===== src/rtl/msi_write_arbiter.sv =====
// Round-robin arbiter sharing one AXI-Lite MSI write master among NUM_REQ sources.
// Latches the granted address/data, pulses start, and tracks master busy for completion.
module msi_write_arbiter #(
  parameter int NUM_REQ        = 4,
  parameter int AXI_ADDR_WIDTH = 64,
  parameter int AXI_DATA_WIDTH = 64,
  parameter int GAP_CYCLES     = 0
) (
  input  logic                                clk_i,
  input  logic                                rst_ni,
  input  logic [NUM_REQ-1:0]                  req_valid_i,
  input  logic [NUM_REQ*AXI_ADDR_WIDTH-1:0]   req_addr_i,
  input  logic [NUM_REQ*AXI_DATA_WIDTH-1:0]   req_data_i,
  output logic [NUM_REQ-1:0]                  req_ready_o,
  output logic [NUM_REQ-1:0]                  req_done_o,
  output logic                                wm_start_o,
  output logic [AXI_ADDR_WIDTH-1:0]           wm_addr_o,
  output logic [AXI_DATA_WIDTH-1:0]           wm_data_o,
  input  logic                                wm_busy_i,
  output logic                                arb_busy_o
);

  localparam int IDX_W = (NUM_REQ > 1) ? $clog2(NUM_REQ) : 1;
  localparam int GAP_W = (GAP_CYCLES > 0) ? $clog2(GAP_CYCLES + 1) : 1;
  localparam logic [IDX_W:0]   NREQ     = (IDX_W + 1)'(NUM_REQ);
  localparam logic [IDX_W-1:0] LAST_IDX = IDX_W'(NUM_REQ - 1);
  localparam logic [GAP_W-1:0] GAP_LAST = GAP_W'((GAP_CYCLES > 0) ? GAP_CYCLES - 1 : 0);

  typedef enum logic [2:0] {
    S_IDLE,
    S_ISSUE,
    S_WAIT_ACK,
    S_WAIT_DONE,
    S_GAP
  } state_t;

  state_t                    state_q;
  logic [IDX_W-1:0]          rr_q;
  logic [IDX_W-1:0]          grant_q;
  logic [GAP_W-1:0]          gap_cnt_q;
  logic [NUM_REQ-1:0]        req_ready_q;
  logic [NUM_REQ-1:0]        req_done_q;
  logic                      wm_start_q;
  logic                      arb_busy_q;
  logic [AXI_ADDR_WIDTH-1:0] wm_addr_q;
  logic [AXI_DATA_WIDTH-1:0] wm_data_q;

  logic [AXI_ADDR_WIDTH-1:0] addr_slice [NUM_REQ];
  logic [AXI_DATA_WIDTH-1:0] data_slice [NUM_REQ];
  logic [NUM_REQ-1:0]        grant_oh;
  logic [NUM_REQ-1:0]        done_oh;
  logic [IDX_W-1:0]          grant_idx;
  logic [IDX_W:0]            cand;

  for (genvar gi = 0; gi < NUM_REQ; gi++) begin : g_slice
    assign addr_slice[gi] = req_addr_i[gi*AXI_ADDR_WIDTH +: AXI_ADDR_WIDTH];
    assign data_slice[gi] = req_data_i[gi*AXI_DATA_WIDTH +: AXI_DATA_WIDTH];
    assign grant_oh[gi]   = (grant_idx == IDX_W'(gi));
    assign done_oh[gi]    = (grant_q == IDX_W'(gi));
  end

  // Scan offsets from the highest down so the nearest valid index after rr_q wins.
  always_comb begin
    grant_idx = '0;
    cand      = '0;
    for (int k = NUM_REQ - 1; k >= 0; k--) begin
      cand = {1'b0, rr_q} + (IDX_W + 1)'(k);
      if (cand >= NREQ) cand = cand - NREQ;
      if (req_valid_i[cand[IDX_W-1:0]]) grant_idx = cand[IDX_W-1:0];
    end
  end

  always_ff @(posedge clk_i) begin
    if (!rst_ni) begin
      state_q     <= S_IDLE;
      rr_q        <= '0;
      grant_q     <= '0;
      gap_cnt_q   <= '0;
      req_ready_q <= '0;
      req_done_q  <= '0;
      wm_start_q  <= 1'b0;
      arb_busy_q  <= 1'b0;
      wm_addr_q   <= '0;
      wm_data_q   <= '0;
    end else begin
      req_ready_q <= '0;
      req_done_q  <= '0;
      wm_start_q  <= 1'b0;
      case (state_q)
        S_IDLE: begin
          if ((|req_valid_i) && !wm_busy_i) begin
            state_q     <= S_ISSUE;
            grant_q     <= grant_idx;
            wm_addr_q   <= addr_slice[grant_idx];
            wm_data_q   <= data_slice[grant_idx];
            wm_start_q  <= 1'b1;
            req_ready_q <= grant_oh;
            arb_busy_q  <= 1'b1;
          end
        end
        S_ISSUE: begin
          rr_q    <= (grant_q == LAST_IDX) ? '0 : grant_q + 1'b1;
          state_q <= S_WAIT_ACK;
        end
        S_WAIT_ACK: begin
          if (wm_busy_i) state_q <= S_WAIT_DONE;
        end
        S_WAIT_DONE: begin
          if (!wm_busy_i) begin
            req_done_q <= done_oh;
            gap_cnt_q  <= '0;
            if (GAP_CYCLES > 0) begin
              state_q <= S_GAP;
            end else begin
              state_q    <= S_IDLE;
              arb_busy_q <= 1'b0;
            end
          end
        end
        S_GAP: begin
          if (gap_cnt_q == GAP_LAST) begin
            state_q    <= S_IDLE;
            arb_busy_q <= 1'b0;
          end else begin
            gap_cnt_q <= gap_cnt_q + 1'b1;
          end
        end
        default: begin
          state_q    <= S_IDLE;
          arb_busy_q <= 1'b0;
        end
      endcase
    end
  end

  assign req_ready_o = req_ready_q;
  assign req_done_o  = req_done_q;
  assign wm_start_o  = wm_start_q;
  assign wm_addr_o   = wm_addr_q;
  assign wm_data_o   = wm_data_q;
  assign arb_busy_o  = arb_busy_q;

endmodule


===== config.mk =====
export PLATFORM = sky130hd
export DESIGN_NAME = msi_write_arbiter
export DESIGN_NICKNAME = d
export VERILOG_FILES = /design/src/rtl/msi_write_arbiter.sv
export SDC_FILE = /design/constraint.sdc
export NUM_CORES = 1
export LEC_CHECK = 0
export ABC_CLOCK_PERIOD_IN_PS = 4400
export CAP_MARGIN = 5
export CORE_AREA = 2 2 259 261
export DETAILED_ROUTE_END_ITERATION = 10
export DIE_AREA = 0 0 261 263
export DONT_BUFFER_PORTS = 1
export PLACE_DENSITY = 0.3
export SYNTH_ARGS = -nofsm -noshare
export SYNTH_HDL_FRONTEND = slang
export SYNTH_SLANG_ARGS = --single-unit

===== constraint.sdc =====
create_clock -name clk_i -period 4.4 [get_ports clk_i]
set_input_delay 0.44 -clock clk_i [delete_from_list [all_inputs] [get_ports clk_i]]
set_output_delay 0.44 -clock clk_i [all_outputs]
set_load 0.005 [all_outputs]

# Yosys cells after proc, flatten, opt, wreduce, memory -nomap -nowiden
# Cells that the tools add are included.
[totals]
inputBits = 519
register_bits = 146
wordCells = 96
output_inout_bits = 138
[classes]
eq_ne = 14
n_bitwise = 4
n_addsub = 9
mux = 35
n_reduce_logical = 15
order_cmp = 9
[ops]
columns = ["op", "count"]
rows = [
  ["$bmux 64 s2", 2],
  ["$mux 64", 4],
  ["$mux 2", 9],
  ["$pmux 3 s5", 1],
  ["$ge 3x3->1 const B", 4],
  ["$lt 2x3->1 const B", 4],
  ["$mux 3", 4],
  ["$mux 1", 9],
  ["$bmux 1 s2", 4],
  ["$eq 2x2->1 const B", 4],
  ["$ne 2x2->1 const B", 4],
  ["$reduce_and 4->1", 2],
  ["$sub 2x1->2 const B", 4],
  ["$add 2x2->3 const B", 2],
  ["$eq 3x2->1 const B", 2],
  ["$reduce_and 2->1", 3],
  ["$eq 2x1->1 const B", 2],
  ["$logic_not 2->1", 2],
  ["$pmux 1 s4", 1],
  ["$reduce_or 4->1", 1],
  ["$add 2x1->3 const B", 1],
  ["$eq 3x1->1 const B", 1],
  ["$eq 3x3->1 const B", 1],
  ["$ge 2x3->1 const B", 1],
  ["12 further kinds", 14],
]

# Longest topological paths before layout
# Gate-level depths: netlist (run 1).
[logic_depth]
word_depth = 13
depth_mapped = 9
ltp_nobuf = 7

# Worst setup path after synthesis (run 1)
# Ideal clock, no wire load.
[synth_timing]
kind = "input port to flip-flop"
startpoint = "input port req_valid_i[1]"
endpoint = "register wm_data_q[35], in the netlist wm_data_o[35]"
t_arrival_ps = 1734
required_ps = 4272
path_stages = 8
setup_ps = 128
setup_slack_ps = 2539
path_buffers = 3
cell_sequence = "buf_4 and2b_4 or4_4 buf_6 buf_4 nand3_1 a21o_1 a21oi_1"
[synth_via]
elab_chain_cells = 10
word_cells_on_any_way = 19
cone_classes = "15 x mux; 1 x bitwise; 3 x reduce/logical"
[synth_lines]
columns = ["item", "line", "source"]
rows = [
  ["start: declaration", "11", "input logic [NUM_REQ-1:0] req_valid_i,"],
  ["$bmux 1 s2", "69", "if (req_valid_i[cand[IDX_W-1:0]]) grant_idx = cand[IDX_W-1:0];"],
  ["$mux 1 (not written as such)", "69", ""],
  ["$mux 2 (4 in a row)", "69", ""],
  ["$not 2->3 (not written as such)", "95", "wm_data_q <= data_slice[grant_idx];"],
  ["$bmux 64 s2", "95", ""],
  ["$mux 64 (not written as such) (2 in a row)", "95", ""],
  ["end signal: assignment", "95", ""],
  ["end: declaration", "46", "logic [AXI_DATA_WIDTH-1:0] wm_data_q;"],
]
# Several ways; a longest one is shown, not always the timed one. The select of a mux whose other input is x is not followed.
# A chain may end at the register's enable or synchronous reset.

# Worst setup path in the final report (run 1)
[layout_timing]
startpoint = "register rr_q[1]"
endpoint = "register wm_data_q[4], in the netlist wm_data_o[4]"
[layout_via]
elab_chain_cells = 13
word_cells_on_any_way = 31
cone_classes = "7 x add/sub; 4 x order compare; 19 x mux; 1 x bitwise"
[layout_lines]
columns = ["item", "line", "source"]
rows = [
  ["start: declaration", "38", "logic [IDX_W-1:0] rr_q;"],
  ["start signal: assignment", "102", "rr_q <= (grant_q == LAST_IDX) ? '0 : grant_q + 1'b1;"],
  ["$add 2x2->3", "67", "cand = {1'b0, rr_q} + (IDX_W + 1)'(k);"],
  ["$ge 3x3->1 / $sub 2x1->2 (equally long branches)", "68", "if (cand >= NREQ) cand = cand - NREQ;"],
  ["$mux 2", "68", ""],
  ["$bmux 1 s2", "69", ""],
  ["$mux 1 (not written as such)", "69", ""],
  ["$mux 2 (3 in a row)", "69", ""],
  ["$mux 2 *", "69", ""],
  ["$not 2->3 (not written as such) *", "95", ""],
  ["$bmux 64 s2 *", "95", ""],
  ["$mux 64 (not written as such) * (2 in a row)", "95", ""],
]
# Every way passes the cells marked *; elsewhere a longest branch is shown, timed or not. The select of a mux whose other input is x is not followed.

==> out/metrics.csv, run 1 <==
metric,value,unit
die height,263,um
postcts setup bufs,0,
PortBufs,0,
CTS root buf,clkbuf_16,
CP Cell Sequence,a21oi_1 > o221a_4 > buf_4 > a221oi_1 > a21oi_1,
synth unique cells,42,
Area contributors post-synth,"dfxtp_1 (32%), a221oi_1 (12%), a21o_1 (11%)",
HP Class,in -> reg,
CP max stage delay,0.71,ns
Worst Setup SP,rr_q[1]$_SDFFE_PN0N_,
fillers,7472,
"Seq/Total Area, Yosys",32.00,%
DRT iter0 DRCs,608,
DRC,0,
Core Area,65630,um2
initial antenna violation count,4,
fin cells,1916,
number of synthesized flops with an enable pin,0,
Switching Fraction,36.46,%
clk sinks,144,
TNS Setup,0,ns
via count of the first global-routing pass,9097,
WL/cell,24.19,um
internal power,3026,uW
WL final,46350,um
# hold bufs at CTS,0,
PwrDens,465.8,nW/um2
unrepaired setup endpoints after global routing,false,
# setup viols final,0,
reg-to-reg startpoint,rr_q[1]$_SDFFE_PN0N_,
first-pass GRT wire length,64120,um
worst-margin pin slew,1.192,ns
DPL Wire Length,31740,um
leakage,0.003377,uW
Post-Synthesis Cell Area,9007,um2
VDD IR max,249.6,uV
Slew HR,20.51,%
top routing layer used,met4,
Pre-Repair DR Iteration Count,6,
top-area cell type share of the netlist area,32.00,%
Crit path max-delay family,compound AO/OA/AOI/OAI gates,
power share of the clock group,35.1,%
post_cts resized,0,
Yosys Warn Count,0,
register bit total from synthesis,144,
skew final,0.01262,ns
Vias,9335,
placed insts,1879,
met1 wire length,18030,um
crit-path max FO,55,
Most common cell on crit path,a21oi_1,
Worst Setup EP,wm_data_o[4]$_SDFFE_PN0P_,
RD Place Congestion,0.7725,
r2r worst-path depth,5,
Area growth syn-to-layout,13.50,%
ys flop type,dfxtp_1,
Max-cap violations,0,
sequential power share,37.2,%
Period minus WS final,2.671,ns
RR Endpoint,wm_data_o[4]$_SDFFE_PN0P_,
final period utilization,60.70,%
Met2 Wirelength,22990,um
htree depth,4,
f_max,0.3744,GHz
Worst EP required,4.79,ns
clk buf depth,2,
TritonCTS clock tree,done,
pins over their slew limit,0,
CP Class,reg -> reg,
startpoint types,flip-flop,
Critical Path Stages,5,
Post-DRT Antenna Nets,0,
crit path max-delay cell type,o221a_4,
Die ar.,68640,um2
Overflow after GRT,0,
dpl ws,1.684,ns
layout cells sized above 1,6.399,%
Synth Instances,1147,
Ports,657,
Synth async-reset ratio,0,%
combinational cell fraction of total power,27.7,%
status,"complete, no violations",
final setup margin,1.729,ns
syn nets,1674,
num rows,94,
worst hold margin,0.1169,ns
Switch Pwr,1736,uW
Finished Cell Area,10220,um2
clock slew at reported path FFs,0.07,ns
placed instance area,9559,um2
Initial Utilization,13.72,%
WP data arrival,3.06,ns
later-pin clock latency in the skew report,0.46,ns
Worst Path Buf+Inv,1,
final hold vios,0,
"Avg Cell Area, Syn",7.853,um2
die extent in x,261,um
CP endpoint kind,flip-flop,
Layout Nets,1561,
CTS buffer count,17,
pin count of the biggest net entering global routing,137,
Yosys top cell by area,dfxtp_1,
Total Routing Usage GR,12.87,%
reg2reg setup slack,1.73,ns
Avg Vias per Cell,4.872,
WL met3,3589,um
[stage by stage]
step	util [%]	total power, uW
global placement	14.57	3157
finish	15.58	4762
CTS	15.56	4917
detailed placement	14.57	3143
global route	15.57	5093
floorplan	-	2714
[cells in the mapped netlist, types with 2 or more instances]
master	n
o21ai_0	152
dfxtp_1	144
a21oi_1	133
a21o_1	128
nand3_1	128
a221oi_1	119
o21ai_1	112
buf_2	57
clkbuf_1	50
buf_4	20
buf_6	16
inv_1	11
a221oi_2	9
nor2_1	9
ha_1	8
nand2_1	8
and2_1	6
nor2b_1	6
and3_1	3
nor3_1	3
and2b_4	2
clkbuf_2	2
mux2i_1	2
[layer usage]
metal  GRT usage [%]  vias to the layer above
li1                -                     4199
met1           14.64                     4528
met5               0                        -
met3           3.726                       73
met4           5.928                        0
met2           22.06                      535
[layout by cell type, fill, tap and decap left out, drive strengths merged, types with 2 or more instances in the layout]
master,n
a221oi,128
nor2b,6
nor3,3
and3,3
ha,8
o21ai,265
and2b,2
dfxtp,144
mux2i,2
clkbuf,24
a211oi,2
buf,13
nand2,8
a21o,128
bufinv,4
nor2,9
a21oi,133
clkinv,3
diode,5
and2,6
o221a,2
nand3,128
inv,11
nor4,2
[worst min-delay path by stage]
stage / slack (ns) / cells past startpoint / startpoint / to
finish: 0.12 / 1 / rst_ni / state_q[1]$_SDFFE_PN0P_
global route: 0.05 / 1 / rst_ni / state_q[1]$_SDFFE_PN0P_
CTS: 0.05 / 1 / rst_ni / state_q[1]$_SDFFE_PN0P_
detailed placement: 0.53 / 2 / grant_q[0]$_SDFFE_PN0P_ / grant_q[0]$_SDFFE_PN0P_
global placement: 0.53 / 2 / grant_q[0]$_SDFFE_PN0P_ / grant_q[0]$_SDFFE_PN0P_
floorplan: 0.48 / 2 / grant_q[0]$_SDFFE_PN0P_ / grant_q[0]$_SDFFE_PN0P_
[state kept, by name, indices dropped and copies added, names as in the netlist, 2 cells and up]
register and cells:
req_done_o 4, rr_q 2, wm_data_o 64, wm_addr_o 64
state_q 2, req_ready_o 4, grant_q 2
[area by class of cell]
class                      count  area (um2)  area share [%]
clock inverter                 8       150.1           1.469
multi-input combinational    847        5356           52.39
tap                          864        1081           10.57
clock buffer                  24       501.7           4.908
inverter                      11       41.29          0.4039
timing repair buffer          13       197.7           1.934
antenna                        5       12.51          0.1224
sequential                   144        2883           28.20
[power by group through the flow]
stage,logic (uW),registers (uW),clock network [uW]
global placement,1340,1810,0
global route,1470,1790,1830
floorplan,1020,1690,0
finish,1320,1770,1670
CTS,1350,1770,1800
detailed placement,1350,1790,0
[kinds of logic after synthesis]
logic type	count (synthesis)	synth area share (%)
AO/OA/AOI/OAI	666	47.19
adder cells (fa/ha/maj)	8	1.111
multiplexers	2	0.2223
flip-flops	144	32.00
buffers and inverters	156	9.487
AND/OR/NAND/NOR	171	9.988
Note: power is estimated with default switching activity, not from simulation.
==> inputs of run 2 (changes only) <==
--- a/config.mk
+++ b/config.mk
@@ -5,7 +5,7 @@
 export SDC_FILE = /design/constraint.sdc
 export NUM_CORES = 1
 export LEC_CHECK = 0
-export ABC_CLOCK_PERIOD_IN_PS = 4400
+export ABC_CLOCK_PERIOD_IN_PS = 2170
 export CAP_MARGIN = 5
 export CORE_AREA = 2 2 259 261
 export DETAILED_ROUTE_END_ITERATION = 10
==> constraint.sdc (replaced) <==
create_clock -name clk_i -period 2.17 [get_ports clk_i]
set_input_delay 0.217 -clock clk_i [delete_from_list [all_inputs] [get_ports clk_i]]
set_output_delay 0.217 -clock clk_i [all_outputs]
set_load 0.005 [all_outputs]
==> out/metrics.csv, run 2 <==
metric,value,unit
status,aborted with a tool error,
Exit stage,clock tree synthesis (4_1_cts),
error msg,[ERROR RSZ-0060] Max buffer count reached.,
CTS buffer count,17,
clk sinks,144,
DPL Wire Length,34700,um
post-synthesis mux area share,0.2223,%
Synth Area in Simple Gates,9.987,%
main combinational cell family by area after synthesis,compound AO/OA/AOI/OAI gates,
Synth async-reset ratio,0,%
# hold bufs at CTS,390,
"Seq/Total Area, Yosys",32.00,%
number of synthesized flops with an enable pin,0,
Yosys top cell by area,dfxtp_1,
postcts setup bufs,0,
top-area cell type share of the netlist area,32.00,%
adder-cell share of the synthesized area,1.111,%
Yosys Warn Count,0,
htree depth,4,
syn nets,1674,
Synth Instances,1147,
num rows,94,
Synth top cells by count,"o21ai_0 (152), dfxtp_1 (144), a21oi_1 (133)",
most common cell in the synthesized netlist,o21ai_0,
CTS root buf,clkbuf_16,
register bit total from synthesis,144,
Post-Synthesis Cell Area,9007,um2
Area contributors post-synth,"dfxtp_1 (32%), a221oi_1 (12%), a21o_1 (11%)",
die height,263,um
ys flop type,dfxtp_1,
dpl ws,0.08963,ns
clk buf depth,2,
Synth Area in Compound Gates,47.19,%
Ports,657,
synth unique cells,42,
post_cts resized,0,
"Avg Cell Area, Syn",7.853,um2
PortBufs,0,
xor/xnor share of the synthesized area,0,%
Initial Utilization,13.72,%
RD Place Congestion,0.7844,
die extent in x,261,um
## run 2: cell counts after synthesis
No cell type changed its count.
## run 2: logic make-up after synthesis
| kind of cell | count (synthesis) |
|---|---|
| and+or+nand+nor | 171 |
| adders and majority gates | 8 |
| muxes | 2 |
| AOI/OAI and AO/OA | 666 |
| buffers and inverters | 156 |
| DFF | 144 |
## run 2: stage by stage
stage | instances | cell area, um2 | hold WS, ns
2_1_floorplan | 1147 | 9007 | 0.3870
3_3_place_gp | 1912 | 9970 | 0.3779
3_5_place_dp | 1912 | 9970 | 0.3815
==> inputs of run 3 (changes only) <==
--- a/config.mk
+++ b/config.mk
@@ -5,13 +5,13 @@
 export SDC_FILE = /design/constraint.sdc
 export NUM_CORES = 1
 export LEC_CHECK = 0
-export ABC_CLOCK_PERIOD_IN_PS = 2170
+export ABC_CLOCK_PERIOD_IN_PS = 2800
 export CAP_MARGIN = 5
 export CORE_AREA = 2 2 259 261
 export DETAILED_ROUTE_END_ITERATION = 10
 export DIE_AREA = 0 0 261 263
 export DONT_BUFFER_PORTS = 1
-export PLACE_DENSITY = 0.3
+export PLACE_DENSITY_LB_ADDON = 0.15
 export SYNTH_ARGS = -nofsm -noshare
 export SYNTH_HDL_FRONTEND = slang
 export SYNTH_SLANG_ARGS = --single-unit
==> constraint.sdc (replaced) <==
create_clock -name clk_i -period 2.8 [get_ports clk_i]
set_input_delay 0.28 -clock clk_i [delete_from_list [all_inputs] [get_ports clk_i]]
set_output_delay 0.28 -clock clk_i [all_outputs]
set_load 0.005 [all_outputs]
==> out/metrics.csv, run 3 (synthesized netlist as in run 1, its figures left out) <==
metric,value,unit
CP endpoint kind,flip-flop,
Worst EP required,3.16,ns
crit-path max FO,12,
pin count of the biggest net entering global routing,136,
DRC,0,
PwrDens,605.5,nW/um2
# setup viols final,0,
fillers,7312,
PortBufs,0,
worst hold margin,0.05429,ns
status,"complete, no violations",
multi-input logic area,5371,um2
WP data arrival,3.07,ns
Pre-Repair DR Iteration Count,7,
worst-margin pin slew,0.8715,ns
RR Endpoint,wm_addr_o[22]$_SDFFE_PN0P_,
clk sinks,144,
DRT iter0 DRCs,680,
reg-to-reg startpoint,rr_q[1]$_SDFFE_PN0N_,
Pwr Total,8059,uW
met1 global-route usage,15.65,%
initial antenna violation count,3,
final hold vios,0,
skew final,0.008460,ns
pins over their slew limit,0,
crit path max-delay cell type,dlygate4sd3_1,
Area growth syn-to-layout,47.77,%
Worst Setup SP,rr_q[1]$_SDFFE_PN0N_,
grt peak-use layer,met2,
unrepaired setup endpoints after global routing,true,
Max-cap violations,0,
Overflow after GRT,0,
Layout Nets,1871,
CP Class,reg -> reg,
htree depth,4,
Avg Vias per Cell,4.885,
most frequent cells in the layout,"dlygate4sd3_1 (293), o21ai_0 (152), dfxtp_1 (142)",
HP Class,in -> reg,
Ports,657,
Period minus WS final,2.708,ns
WL final,52840,um
TritonCTS clock tree,done,
Die ar.,68640,um2
later-pin clock latency in the skew report,0.47,ns
CTS buffer count,17,
Core Area,65630,um2
leakage,0.004780,uW
Vias,10860,
via count of the first global-routing pass,11080,
met2 Use GR,25.82,%
VDD IR max,389.2,uV
DPL Wire Length,34970,um
first-pass GRT wire length,73450,um
startpoint types,flip-flop,
Initial Utilization,13.72,%
die extent in x,261,um
Slew HR,41.90,%
reg2reg setup slack,0.09,ns
Worst Setup EP,wm_addr_o[22]$_SDFFE_PN0P_,
GR Util met3,4.650,%
TNS Setup,0,ns
RD Place Congestion,0.7457,
final period utilization,96.73,%
CP max stage delay,0.61,ns
die height,263,um
CTS root buf,clkbuf_16,
final core occ,20.28,%
f_max,0.3692,GHz
layout cells sized above 1,6.338,%
num rows,94,
"most common cell after layout, fill and taps aside",dlygate4sd3_1,
Post-DRT Antenna Nets,0,
CP Cell Sequence,inv_1 > a211oi_1 > nor2_4 > buf_12 > a221oi_1 > dlygate4sd3_1 > a21oi_1,
Total Routing Usage GR,14.48,%
r2r worst-path depth,7,
WL/cell,23.77,um
clk buf depth,2,
clock slew at reported path FFs,0.07,ns
flip-flop and latch area,2885,um2
[run 3: worst min path at each step]
stage / start / end / slack [ns] / depth (start not counted)
after floorplan: req_addr_i[0] / wm_addr_o[0]$_SDFFE_PN0P_ / 0.45 / 2
after global placement: rst_ni / grant_q[1]$_SDFFE_PN0P_ / 0.44 / 1
after detailed placement: rst_ni / wm_addr_o[29]$_SDFFE_PN0P_ / 0.44 / 2
after CTS: req_addr_i[10] / wm_addr_o[10]$_SDFFE_PN0P_ / 0.0002 / 2
after global routing: req_addr_i[159] / wm_addr_o[31]$_SDFFE_PN0P_ / 0.03 / 3
final: req_addr_i[96] / wm_addr_o[32]$_SDFFE_PN0P_ / 0.05 / 2
[run 3: what timing repair did]
item,CTS,global route
hold buffers,294,0
endpoints found under the hold margin,137,0
gates resized for setup,0,6
setup buffers,0,0
endpoints found under the setup margin,0,42
[run 3: area by class of cell]
| cell class | instances | area share [%] |
|---|---|---|
| flip-flops and latches | 144 | 21.68 |
| clock buffers | 20 | 3.281 |
| clock inverters | 12 | 1.194 |
| diodes | 2 | 0.03760 |
| well taps | 864 | 8.122 |
| repair buffers | 322 | 25.02 |
| inverters | 11 | 0.3102 |
| multi-input cells | 848 | 40.36 |
[run 3: per-stage QoR]
stage | cell area, um2 | instances | setup slack [ns]
floorplan | 9007 | 1147 | 1.050
global placement | 9722 | 1894 | 0.3631
detailed placement | 9722 | 1894 | 0.4044
global route | 13310 | 2222 | -0.0006410
finish | 13310 | 2223 | 0.09165
CTS | 13280 | 2220 | 0.01577
[run 3: routing by layer]
metal | up-vias | part of all wire, % | wire, um
li1 | 4811 | - | -
met1 | 5295 | 38 | 20090
met5 | - | 0.032 | 17
met3 | 118 | 8.1 | 4265
met4 | 2 | 3.7 | 1950
met2 | 634 | 50 | 26510
[run 3: critical path, delay by kind of cell (launching register included)]
kind / cells / cell delay [ns]
AO/OA/AOI/OAI: 3 / 0.85
buffers and inverters: 3 / 1.03
flip-flops: 1 / 0.51
AND/OR/NAND/NOR: 1 / 0.19
[run 3: report_power, final]
part / switching (uW) / leakage [uW] / internal [uW]
Combinational: 1550 / 0.00330 / 1240
Sequential: 367 / 0.00119 / 2420
Clock: 1070 / 0.000285 / 1410
Total: 2980 / 0.00478 / 5080
==> inputs of run 4 (changes only) <==
--- a/config.mk
+++ b/config.mk
@@ -7,9 +7,11 @@
 export LEC_CHECK = 0
 export ABC_CLOCK_PERIOD_IN_PS = 2800
 export CAP_MARGIN = 5
-export CORE_AREA = 2 2 259 261
+export CELL_PAD_IN_SITES_DETAIL_PLACEMENT = 2
+export CELL_PAD_IN_SITES_GLOBAL_PLACEMENT = 2
+export CORE_AREA = 2 2 257 259
 export DETAILED_ROUTE_END_ITERATION = 10
-export DIE_AREA = 0 0 261 263
+export DIE_AREA = 0 0 259 261
 export DONT_BUFFER_PORTS = 1
 export PLACE_DENSITY_LB_ADDON = 0.15
 export SYNTH_ARGS = -nofsm -noshare
==> out/metrics.csv, run 4 (synthesized netlist as in run 1, its figures left out) <==
metric,value,unit
final period utilization,92.56,%
VDD IR max,406.3,uV
crit-path max FO,12,
clk sinks,144,
DRC,0,
most frequent cells in the layout,"dlygate4sd3_1 (230), o21ai_0 (151), dfxtp_1 (142)",
PwrDens,620.0,nW/um2
WP data arrival,2.96,ns
clock slew at reported path FFs,0.07,ns
RD Place Congestion,0.7408,
Ports,657,
via count of the first global-routing pass,11510,
die height,261,um
WL/cell,27.87,um
TritonCTS clock tree,done,
Max-cap violations,0,
skew final,0.01402,ns
Worst Setup EP,wm_addr_o[56]$_SDFFE_PN0P_,
final setup margin,0.2083,ns
CTS buffer count,17,
Vias,10630,
Initial Utilization,13.85,%
Area growth syn-to-layout,41.92,%
RR Endpoint,wm_addr_o[56]$_SDFFE_PN0P_,
Worst Setup SP,rr_q[1]$_SDFFE_PN0N_,
Avg Vias per Cell,4.919,
dpl ws,0.3380,ns
CP Class,reg -> reg,
CP endpoint kind,flip-flop,
Post-DRT Antenna Nets,0,
later-pin clock latency in the skew report,0.48,ns
PortBufs,0,
Pre-Repair DR Iteration Count,5,
reg2reg setup slack,0.21,ns
Total Routing Usage GR,16.39,%
Worst EP required,3.17,ns
final hold vios,0,
Core Area,65040,um2
r2r worst-path depth,7,
num rows,94,
unrepaired setup endpoints after global routing,false,
leakage,0.004512,uW
HP Class,in -> reg,
# setup viols final,0,
reg-to-reg startpoint,rr_q[1]$_SDFFE_PN0N_,
die extent in x,259,um
pins over their slew limit,0,
htree depth,4,
initial antenna violation count,3,
Layout Nets,1810,
WL final,60250,um
Slew HR,37.25,%
DRT iter0 DRCs,543,
Period minus WS final,2.592,ns
Overflow after GRT,0,
CTS root buf,clkbuf_16,
startpoint types,flip-flop,
TNS Setup,0,ns
DPL Wire Length,39150,um
worst-margin pin slew,0.9377,ns
first-pass GRT wire length,81410,um
status,"complete, no violations",
f_max,0.3859,GHz
Die ar.,67600,um2
pin count of the biggest net entering global routing,135,
"most common cell after layout, fill and taps aside",dlygate4sd3_1,
layout cells sized above 1,6.867,%
clk buf depth,2,
-- run 4: changes by cell type in the layout (fill, tap and decap cells not counted), moves of 2 or more --
cell	before	now
buf_12	12	19
buf_4	14	8
bufinv_16	3	1
clkbuf_8	1	4
dlygate4sd3_1	293	230
inv_6	3	1
o221a_4	1	3
-- run 4: what timing repair did --
item	4_1_cts	5_1_grt
hold buffers	231	0
setup endpoints to repair	0	32
gates resized for setup	0	9
hold endpoints to repair	135	0
setup buffers	0	4
-- run 4: how the worst min path moves through the flow --
stage / from / to / slack [ns] / cells past startpoint
floorplan: req_addr_i[0] / wm_addr_o[0]$_SDFFE_PN0P_ / 0.45 / 2
global route: req_data_i[107] / wm_data_o[43]$_SDFFE_PN0P_ / 0.01 / 2
finish: req_data_i[107] / wm_data_o[43]$_SDFFE_PN0P_ / 0.05 / 2
CTS: req_data_i[182] / wm_data_o[54]$_SDFFE_PN0P_ / 0.00004 / 3
global placement: rst_ni / wm_addr_o[41]$_SDFFE_PN0P_ / 0.44 / 2
detailed placement: rst_ni / state_q[1]$_SDFFE_PN0P_ / 0.45 / 1
-- run 4: where the power goes --
group | switching (uW) | leakage (uW) | internal (uW) | total, uW
Sequential | 391 | 0.00119 | 2420 | 2810
Combinational | 1590 | 0.00304 | 1110 | 2700
Clock | 1090 | 0.000281 | 1320 | 2410
Total | 3080 | 0.00451 | 4850 | 7930
-- run 4: layout make-up --
cell class | instances | area (um2)
Clock inverter | 8 | 78.83
Sequential cell | 144 | 2885
Tap cell | 864 | 1081
Multi-Input combinational cell | 850 | 5419
Clock buffer | 24 | 491.7
Timing Repair Buffer | 259 | 2781
Inverter | 11 | 41.29
Antenna cell | 2 | 5.005
Fill cell | 7472 | 52260
-- run 4: per-stage QoR --
step                      std cells  area, um2  total power [uW]  hold slack, ns  util, %
after floorplan                1147       9007              4265          0.4500        -
after global placement         1890       9754              5092          0.4394    15.00
after detailed placement       1890       9754              5110          0.4460    15.00
after CTS                      2153      12650              8052      0.00003608    19.46
after global routing           2162      12780              8468         0.01053    19.65
final                          2162      12780              7925         0.04624    19.65
-- run 4: worst max-delay path, cell delays in order, from the launching register on --
cell and delay [ns]:
dfxtp_2 0.51, inv_1 0.30, a211oi_4 0.45, nor2_4 0.07, buf_12 0.17, a221oi_1 0.31, dlygate4sd3_1 0.61, a21oi_1 0.07
-- run 4: per-layer routing --
| layer | global-route usage [%] | wire (um) |
|---|---|---|
| met5 | 0 | 0 |
| met4 | 6.342 | 1749 |
| met3 | 5.246 | 4454 |
| met2 | 28.68 | 30270 |
| met1 | 18.51 | 23780 |
